## config.mk

```make
export PLATFORM = sky130hd
export DESIGN_NAME = inst_prefetch_queue
export DESIGN_NICKNAME = d
export VERILOG_FILES = /design/src/rtl/inst_prefetch_queue.sv
export SDC_FILE = /design/constraint.sdc
export NUM_CORES = 1
export LEC_CHECK = 0
export BUFFER_PORTS_ARGS = -buffer_cell sky130_fd_sc_hd__buf_2
export CAP_MARGIN = 0
export CORE_ASPECT_RATIO = 0.8
export CORE_MARGIN = 5
export CORE_UTILIZATION = 58
export DETAILED_ROUTE_END_ITERATION = 10
export GPL_ROUTABILITY_DRIVEN = 0
export PLACE_DENSITY = 0.86
export SYNTH_ARGS = -nofsm -noshare
export SYNTH_HDL_FRONTEND = slang
export SYNTH_SLANG_ARGS = --single-unit
```

## constraint.sdc

```tcl
create_clock -name clk -period 2.6 [get_ports clk]
set_input_delay 0.39 -clock clk [delete_from_list [all_inputs] [get_ports clk]]
set_output_delay 0.39 -clock clk [all_outputs]
set_load 0.1 [all_outputs]
```

## src/rtl/inst_prefetch_queue.sv

```systemverilog
// Instruction prefetch front end: sequential fetch with at most one outstanding
// imem request, feeding a PC-tagged FIFO toward decode; redirects flush and squash.
//
// state          | meaning
// ST_IDLE        | no request outstanding, a new fetch may issue
// ST_WAIT        | one request outstanding, its response will be queued
// ST_WAIT_SQUASH | one request outstanding, its response will be dropped
module inst_prefetch_queue #(
    parameter int ADDRESS_WIDTH    = 5,
    parameter int INSTRUCTION_SIZE = 32,
    parameter int DEPTH            = 4
) (
    input  logic                          clk,
    input  logic                          rst,
    input  logic                          redirect_valid,
    input  logic [ADDRESS_WIDTH:0]        redirect_pc,
    output logic                          imem_req,
    output logic [ADDRESS_WIDTH:0]        imem_addr,
    input  logic                          imem_rvalid,
    input  logic [INSTRUCTION_SIZE-1:0]   imem_rdata,
    output logic                          inst_valid,
    input  logic                          inst_ready,
    output logic [INSTRUCTION_SIZE-1:0]   inst_data,
    output logic [ADDRESS_WIDTH:0]        inst_pc,
    output logic [$clog2(DEPTH):0]        occupancy
);

    localparam int PW = ADDRESS_WIDTH + 1;
    localparam int IW = $clog2(DEPTH);
    localparam int CW = IW + 1;
    localparam logic [CW-1:0] DEPTH_C = CW'(DEPTH);

    typedef enum logic [1:0] {
        ST_IDLE        = 2'd0,
        ST_WAIT        = 2'd1,
        ST_WAIT_SQUASH = 2'd2
    } state_t;

    state_t state, state_nxt;

    logic [PW-1:0]               fetch_pc;
    logic [PW-1:0]               req_pc;
    logic [INSTRUCTION_SIZE-1:0] q_data [DEPTH];
    logic [PW-1:0]               q_pc   [DEPTH];
    logic [IW-1:0]               wr_ptr;
    logic [IW-1:0]               rd_ptr;
    logic [CW-1:0]               count;
    logic                        issue;
    logic                        push;
    logic                        pop;

    // Issue only reserves a slot implicitly: with a single outstanding request
    // and count < DEPTH at issue, the returning word always fits.
    always_comb begin
        state_nxt = state;
        issue     = 1'b0;
        push      = 1'b0;
        unique case (state)
            ST_IDLE: begin
                if (!redirect_valid && (count < DEPTH_C)) begin
                    issue     = 1'b1;
                    state_nxt = ST_WAIT;
                end
            end
            ST_WAIT: begin
                if (imem_rvalid) begin
                    push      = !redirect_valid;
                    state_nxt = ST_IDLE;
                end else if (redirect_valid) begin
                    state_nxt = ST_WAIT_SQUASH;
                end
            end
            ST_WAIT_SQUASH: begin
                if (imem_rvalid) begin
                    state_nxt = ST_IDLE;
                end
            end
            default: state_nxt = ST_IDLE;
        endcase
    end

    assign pop = inst_valid && inst_ready && !redirect_valid;

    always_ff @(posedge clk or negedge rst) begin
        if (!rst) begin
            state    <= ST_IDLE;
            fetch_pc <= '0;
            req_pc   <= '0;
        end else begin
            state <= state_nxt;
            if (redirect_valid) begin
                fetch_pc <= redirect_pc;
            end else if (issue) begin
                fetch_pc <= fetch_pc + 1'b1;
            end
            if (issue) begin
                req_pc <= fetch_pc;
            end
        end
    end

    always_ff @(posedge clk or negedge rst) begin
        if (!rst) begin
            wr_ptr <= '0;
            rd_ptr <= '0;
            count  <= '0;
            for (int i = 0; i < DEPTH; i++) begin
                q_data[i] <= '0;
                q_pc[i]   <= '0;
            end
        end else if (redirect_valid) begin
            wr_ptr <= '0;
            rd_ptr <= '0;
            count  <= '0;
        end else begin
            if (push) begin
                q_data[wr_ptr] <= imem_rdata;
                q_pc[wr_ptr]   <= req_pc;
                wr_ptr         <= wr_ptr + 1'b1;
            end
            if (pop) begin
                rd_ptr <= rd_ptr + 1'b1;
            end
            if (push && !pop) begin
                count <= count + 1'b1;
            end else if (pop && !push) begin
                count <= count - 1'b1;
            end
        end
    end

    // Request is held off while reset is asserted so nothing leaks out of a
    // block that is still being cleared.
    assign imem_req   = rst && (state == ST_IDLE) && (count < DEPTH_C) && !redirect_valid;
    assign imem_addr  = fetch_pc;
    assign inst_valid = (count != '0);
    assign inst_data  = q_data[rd_ptr];
    assign inst_pc    = q_pc[rd_ptr];
    assign occupancy  = count;

endmodule
```

==> impl_metrics.sql, run 1 <==
INSERT INTO impl_metrics (metric_group, metric, value, unit) VALUES
('route', 'vias', '4402', ''),
('setup_path', 'critical_path_endpoint_category', 'output pin', ''),
('setup_path', 'timing.rr.start', 'occupancy[2]', ''),
('clocking', 'clkSinkCount', '173', ''),
('timing', 'rsz0062_at_grt', 'no', ''),
('yosys', 'number_of_synthesized_flops_with_an_enable_pin', '0', ''),
('yosys', 'synthAdderAreaFrac', '1.032', '%'),
('timing', 'clock-skew-final', '0.009023', 'ns'),
('route', 'drt_pre_antenna_iters', '4', ''),
('die', 'die-width', '141.3', 'µm'),
('timing', 'maxSlewViolCount', '0', ''),
('finish', 'final_antenna_diode_count', '0', ''),
('finish', 'layout-drive-gt1-share', '57.09', '%'),
('clocking', 'max-clock-path-buffers', '2', ''),
('setup_path', 'critical_path.top_delay_family', 'buffers and inverters', ''),
('setup_path', 'cp_slowest_cell', 'sky130_fd_sc_hd__mux4_2', ''),
('setup_path', 'critical_path_class', 'reg2out', ''),
('finish', 'layout.filler_cells', '909', ''),
('yosys', 'synth_top_family_by_area', 'multiplexers', ''),
('die', 'die_height', '115.1', 'µm'),
('clocking', 'ctsHtreeMaxLevel', '4', ''),
('yosys', 'ys.warnings.count', '0', ''),
('timing', 'slew_headroom', '40.07', '%'),
('timing', 'final_min_period_over_clock_period', '94.18', '%'),
('outcome', 'run_status', 'complete, no violations', ''),
('setup_path', 'worst-path-max-fanout', '22', ''),
('finish', 'stdcell_area', '0.009291', 'mm²'),
('yosys', 'syn_area', '0.008003', 'mm²'),
('setup_path', 'critical_path.startpoint_type', 'flip-flop', ''),
('yosys', 'post_synth_mux_area_share', '35.96', '%'),
('setup_path', 'cp.required', '2.21', 'ns'),
('finish', 'syn_to_final_growth', '16.10', '%'),
('yosys', 'yosysUniqueCellTypes', '43', ''),
('place', 'numPortBuffers', '91', ''),
('place', 'placed_area', '0.008656', 'mm²'),
('clocking', 'cts_hold_buf', '0', ''),
('die', 'core_area', '0.01355', 'mm²'),
('setup_path', 'regToRegEndpoint', 'occupancy[2]', ''),
('route', 'remaining_drcs', '0', ''),
('yosys', 'top_reg_cell_synth', 'sky130_fd_sc_hd__dfrtp_1', ''),
('setup_path', 'worst-endpoint-arrival', '2.06', 'ns'),
('global_routing', 'grt_remaining_overflow', '0', ''),
('route', 'number_of_routed_nets_with_antenna_violations', '0', ''),
('yosys', 'synthSimpleGateAreaFrac', '3.799', '%'),
('setup_path', 'worstRegToRegCells', '7', ''),
('die', 'io_pins', '92', ''),
('timing', 'min_clock_period_post_route', '2.449', 'ns'),
('setup_path', 'timing.critical_path.depth', '3', ''),
('global_routing', 'number_of_antenna_violations_at_the_first_check_in_global_routing', '0', ''),
('clocking', 'worstSkewPairLatency', '0.42', 'ns'),
('setup_path', 'critical_path.max_stage_delay', '0.58', 'ns'),
('place', 'dp_hpwl', '10020', 'µm'),
('yosys', 'synth-xor-area-share', '0.6567', '%'),
('min_path', 'min_path_type', 'in2async', ''),
('clocking', 'cts.root.buffer_cell', 'sky130_fd_sc_hd__clkbuf_16', ''),
('clocking', 'tritoncts', 'built', ''),
('die', 'die_area', '0.01626', 'mm²'),
('clocking', 'worst_setup_hold_path_clk_slew', '0.06', 'ns'),
('die', 'start_util', '59.06', '%'),
('route', 'avgViaCountPerCell', '5.702', ''),
('yosys', 'synthesis.instances', '483', ''),
('yosys', 'compound_gate_portion_of_the_synthesized_area', '1.610', '%'),
('finish', 'num-nets-final', '629', ''),
('yosys', 'synth-seq-cells', '173', ''),
('timing', 'finalSetupViolCount', '0', ''),
('timing', 'setup_total_negative_slack', '0', 'ns'),
('route', 'totalWireLength', '15910', 'µm'),
('yosys', 'postSynthAreaPerCell', '16.57', 'µm²'),
('die', 'rows', '38', ''),
('setup_path', 'path_buf_inv', '2', ''),
('setup_path', 'r2r_slack', '0.45', 'ns');
-- Yosys cell counts (2+ instances only) --
master	instances	area share (%)
sky130_fd_sc_hd__mux4_2	38	11
sky130_fd_sc_hd__buf_6	12	1.7
sky130_fd_sc_hd__inv_1	4	0.19
sky130_fd_sc_hd__nand3_1	2	0.13
sky130_fd_sc_hd__xnor2_1	5	0.55
sky130_fd_sc_hd__o21ai_0	3	0.19
sky130_fd_sc_hd__dfrtp_1	173	54
sky130_fd_sc_hd__mux2_4	80	15
sky130_fd_sc_hd__nand2_2	4	0.31
sky130_fd_sc_hd__a21o_1	2	0.19
sky130_fd_sc_hd__buf_2	11	0.69
sky130_fd_sc_hd__ha_1	5	0.78
sky130_fd_sc_hd__nand2_1	26	1.2
sky130_fd_sc_hd__and2_1	2	0.16
sky130_fd_sc_hd__nor3_1	4	0.25
sky130_fd_sc_hd__clkbuf_1	5	0.23
sky130_fd_sc_hd__mux2_2	72	10
sky130_fd_sc_hd__a221o_1	2	0.25
sky130_fd_sc_hd__nor2_1	9	0.42
-- how the worst min path moves through the flow --
| stage | startpoint | endpoint | depth (start not counted) | slack (ns) |
|---|---|---|---|---|
| floorplan | rst | imem_addr[0] | 0 | 0.09 |
| global route | rst | q_data[26] | 2 | 0.08 |
| CTS | rst | q_data[11] | 2 | 0.06 |
| detailed placement | q_data[52] | q_data[52] | 1 | 0.49 |
| global placement | q_data[33] | q_data[33] | 1 | 0.48 |
| finish | rst | q_data[122] | 2 | 0.05 |
-- final cells by class --
| type | count | area, µm² | area share [%] |
|---|---|---|---|
| repair buffers | 107 | 634.4 | 6.827 |
| clock inverters | 6 | 130.1 | 1.400 |
| clock buffers | 25 | 505.5 | 5.440 |
| multi-input cells | 277 | 3446 | 37.09 |
| inverters | 4 | 15.01 | 0.1616 |
| flip-flops and latches | 173 | 4335 | 46.66 |
| well taps | 180 | 225.2 | 2.424 |
-- layout by cell type, fill, tap and decap left out, drive strengths merged --
cell,count
bufinv,4
xor2,1
a2111oi,1
a21o,2
clkbuf,25
o211ai,1
nor4,1
or3,1
nand2b,1
o311ai,1
ha,5
buf,107
or2,1
o21ai,3
o2bb2ai,1
and2b,1
o31a,1
o311a,1
fa,1
inv,4
mux4,38
a221o,2
a21oi,1
nand3b,2
a211oi,1
or4bb,1
or4,1
and2,2
dfrtp,173
nor3,4
mux2,152
nand2,30
a22oi,1
clkinv,2
xnor2,5
nand3,2
nor2,10
a31oi,1
mux2i,1
-- stage by stage --
stage / hold WS [ns] / util [%] / setup WS (ns) / std cells
floorplan: 0.09441 / - / 0.1987 / 483
global placement: 0.4817 / 63.88 / 0.4553 / 741
detailed placement: 0.4886 / 63.88 / 0.4066 / 741
CTS: 0.05642 / 68.57 / 0.1004 / 772
global route: 0.07668 / 68.57 / 0.02629 / 772
finish: 0.05427 / 68.57 / 0.1514 / 772
-- cells by family after synthesis --
family,after synthesis
AO/OA/AOI/OAI,17
XOR/XNOR,6
adder cells (fa/ha/maj),6
buffers and inverters,33
flip-flops,173
multiplexers,191
AND/OR/NAND/NOR,57
-- routing by layer --
layer / routed length (µm) / global-route usage [%]
met1: 6875 / 26.55
met2: 7986 / 35.83
met3: 870 / 6.778
met4: 181 / 5.100
met5: 0 / 0
-- state kept, by name, summed over array words and instances (netlist names) --
name	cells
occupancy	3
wr_ptr	2
imem_addr	6
rd_ptr	2
q_data	128
req_pc	6
state	2
q_pc	24
Power of run 1 is left out: the tool's default activity adds up to more than one toggle a clock period on the data nets, which glitch-free logic cannot reach.
==> run 2, diff against run 1 <==
==> constraint.sdc (replaced) <==
create_clock -name clk -period 2.6 [get_ports clk]
set_input_delay 0.52 -clock clk [delete_from_list [all_inputs] [get_ports clk]]
set_output_delay 0.52 -clock clk [all_outputs]
set_load 0.1 [all_outputs]
==> impl_metrics.sql, run 2 (synthesized netlist as in run 1, its figures left out) <==
INSERT INTO impl_metrics (metric_group, metric, value, unit) VALUES
('finish', 'num-nets-final', '628', ''),
('clocking', 'clkSinkCount', '173', ''),
('min_path', 'min_path_type', 'in2async', ''),
('route', 'remaining_drcs', '0', ''),
('route', 'number_of_routed_nets_with_antenna_violations', '0', ''),
('route', 'totalWireLength', '16580', 'µm'),
('die', 'start_util', '59.06', '%'),
('clocking', 'cts.repair.resized', '0', ''),
('finish', 'layout-drive-gt1-share', '57.43', '%'),
('route', 'avgViaCountPerCell', '5.795', ''),
('timing', 'hold_viol_final', '0', ''),
('setup_path', 'regToRegEndpoint', 'occupancy[2]', ''),
('die', 'die_height', '115.1', 'µm'),
('setup_path', 'critical_path.top_delay_family', 'multiplexers', ''),
('outcome', 'run_status', 'complete, no violations', ''),
('finish', 'largest_register', 'q_data', ''),
('timing', 'rsz0062_at_grt', 'no', ''),
('timing', 'min_clock_period_post_route', '2.522', 'ns'),
('finish', 'layout.filler_cells', '883', ''),
('setup_path', 'critical_path_endpoint_category', 'output pin', ''),
('clocking', 'post-cts-setup-buffer-count', '0', ''),
('timing', 'fmaxAchievable', '396.4', 'MHz'),
('setup_path', 'timing.rr.start', 'occupancy[2]', ''),
('finish', 'final_cell_mix', 'sky130_fd_sc_hd__dfrtp_1 (168), sky130_fd_sc_hd__mux2_4 (80), sky130_fd_sc_hd__buf_2 (73), sky130_fd_sc_hd__mux2_2 (72), sky130_fd_sc_hd__mux4_2 (38)', ''),
('timing', 'finalSetupViolCount', '0', ''),
('clocking', 'worst_setup_hold_path_clk_slew', '0.07', 'ns'),
('clocking', 'ctsHtreeMaxLevel', '4', ''),
('global_routing', 'grt_remaining_overflow', '0', ''),
('setup_path', 'cp_slowest_cell', 'sky130_fd_sc_hd__mux4_2', ''),
('setup_path', 'critical_path.max_stage_delay', '0.55', 'ns'),
('global_routing', 'vias_in_the_first_global_route', '5150', ''),
('place', 'numPortBuffers', '91', ''),
('setup_path', 'worstRegToRegCells', '7', ''),
('timing', 'worst-slew-pin-transition', '0.9500', 'ns'),
('setup_path', 'worst-endpoint-arrival', '2.00', 'ns'),
('route', 'wl_per_cell', '21.48', 'µm'),
('flow_run', 'drv.max_cap_violation_count', '0', ''),
('setup_path', 'cp.required', '2.08', 'ns'),
('global_routing', 'first_pass_grt_wire_length', '27370', 'µm'),
('clocking', 'tritoncts', 'built', ''),
('die', 'die_area', '0.01626', 'mm²'),
('timing', 'slew_headroom', '36.67', '%'),
('finish', 'largest_register_ffs', '128', ''),
('setup_path', 'critical_path_class', 'reg2out', ''),
('place', 'dp_hpwl', '10490', 'µm'),
('clocking', 'cts_hold_buf', '0', ''),
('global_routing', 'grt_usage', '21.89', '%'),
('setup_path', 'path_buf_inv', '2', ''),
('clocking', 'numCtsBuffers', '17', ''),
('clocking', 'max-clock-path-buffers', '2', ''),
('timing', 'setup_total_negative_slack', '0', 'ns'),
('finish', 'multi_input_gate_area', '0.003447', 'mm²'),
('route', 'drt_pre_antenna_iters', '4', ''),
('finish', 'top_regs', 'q_data (128), q_pc (24)', ''),
('setup_path', 'worst-path-max-fanout', '17', ''),
('timing', 'maxSlewViolCount', '0', ''),
('setup_path', 'r2r_slack', '0.39', 'ns'),
('timing', 'final_min_period_over_clock_period', '97.02', '%'),
('die', 'rows', '38', ''),
('setup_path', 'critical_path.startpoint_type', 'flip-flop', ''),
('global_routing', 'grt_start_max_net_pins', '174', ''),
('finish', 'most_common_cell_after_layout_fill_and_taps_aside', 'sky130_fd_sc_hd__dfrtp_1', ''),
('die', 'io_pins', '92', ''),
('finish', 'layout.area.seq', '0.004335', 'mm²'),
('route', 'vias', '4474', ''),
('clocking', 'worstSkewPairLatency', '0.42', 'ns'),
('timing', 'clock-skew-final', '0.009066', 'ns'),
('finish', 'syn_to_final_growth', '19.15', '%'),
('die', 'core_area', '0.01355', 'mm²'),
('global_routing', 'number_of_antenna_violations_at_the_first_check_in_global_routing', '0', ''),
('route', 'detailedRoute.firstIterationViolations', '218', ''),
('die', 'die-width', '141.3', 'µm'),
('finish', 'final_antenna_diode_count', '0', ''),
('clocking', 'cts.root.buffer_cell', 'sky130_fd_sc_hd__clkbuf_16', ''),
('timing', 'timing.hold.ws', '0.2210', 'ns'),
('setup_path', 'critical_path.cell_chain', 'buf_12 -> mux4_2 -> buf_2', '');
-- run 2: cell count changes in the layout (fill, tap and decap cells not counted), sizes merged --
cell      before  now
bufinv         4    5
clkinvlp       0    2
inv            4    5
buf          107  104
clkbuf        25   24
-- run 2: layout make-up --
class | count | share of cell area (%)
well taps | 180 | 2.362
repair buffers | 106 | 8.962
flip-flops and latches | 173 | 45.47
clock buffers | 22 | 4.973
clock inverters | 10 | 1.929
inverters | 4 | 0.1575
multi-input cells | 277 | 36.15
-- run 2: metrics by stage --
stage | setup slack (ns) | instance area, µm² | util [%] | instances
after floorplan | 0.1987 | 8008 | - | 483
after global placement | 0.3341 | 8872 | 65.48 | 740
after detailed placement | 0.2785 | 8872 | 65.48 | 740
after CTS | 0.04086 | 9530 | 70.33 | 772
after global routing | 0.004068 | 9535 | 70.37 | 772
final | 0.07759 | 9535 | 70.37 | 772
-- run 2: how the worst max path moves through the flow --
| stage | cells after the start | from | endpoint |
|---|---|---|---|
| after floorplan | 7 | occupancy[2] | occupancy[2] |
| after global placement | 8 | inst_ready | occupancy[2] |
| after detailed placement | 8 | inst_ready | occupancy[2] |
| after CTS | 3 | rd_ptr[0] | inst_data[13] |
| after global routing | 3 | rd_ptr[0] | inst_data[18] |
| final | 3 | rd_ptr[0] | inst_data[18] |
-- run 2: metal layers --
| layer | vias to the layer above | track usage, % | wire [µm] |
|---|---|---|---|
| li1 | 1963 | - | - |
| met1 | 2395 | 28.16 | 7119 |
| met2 | 101 | 36.97 | 8525 |
| met3 | 15 | 6.112 | 779 |
| met4 | 0 | 6.198 | 156 |
| met5 | - | 0 | 0 |
Power of run 2 is left out for the same reason.
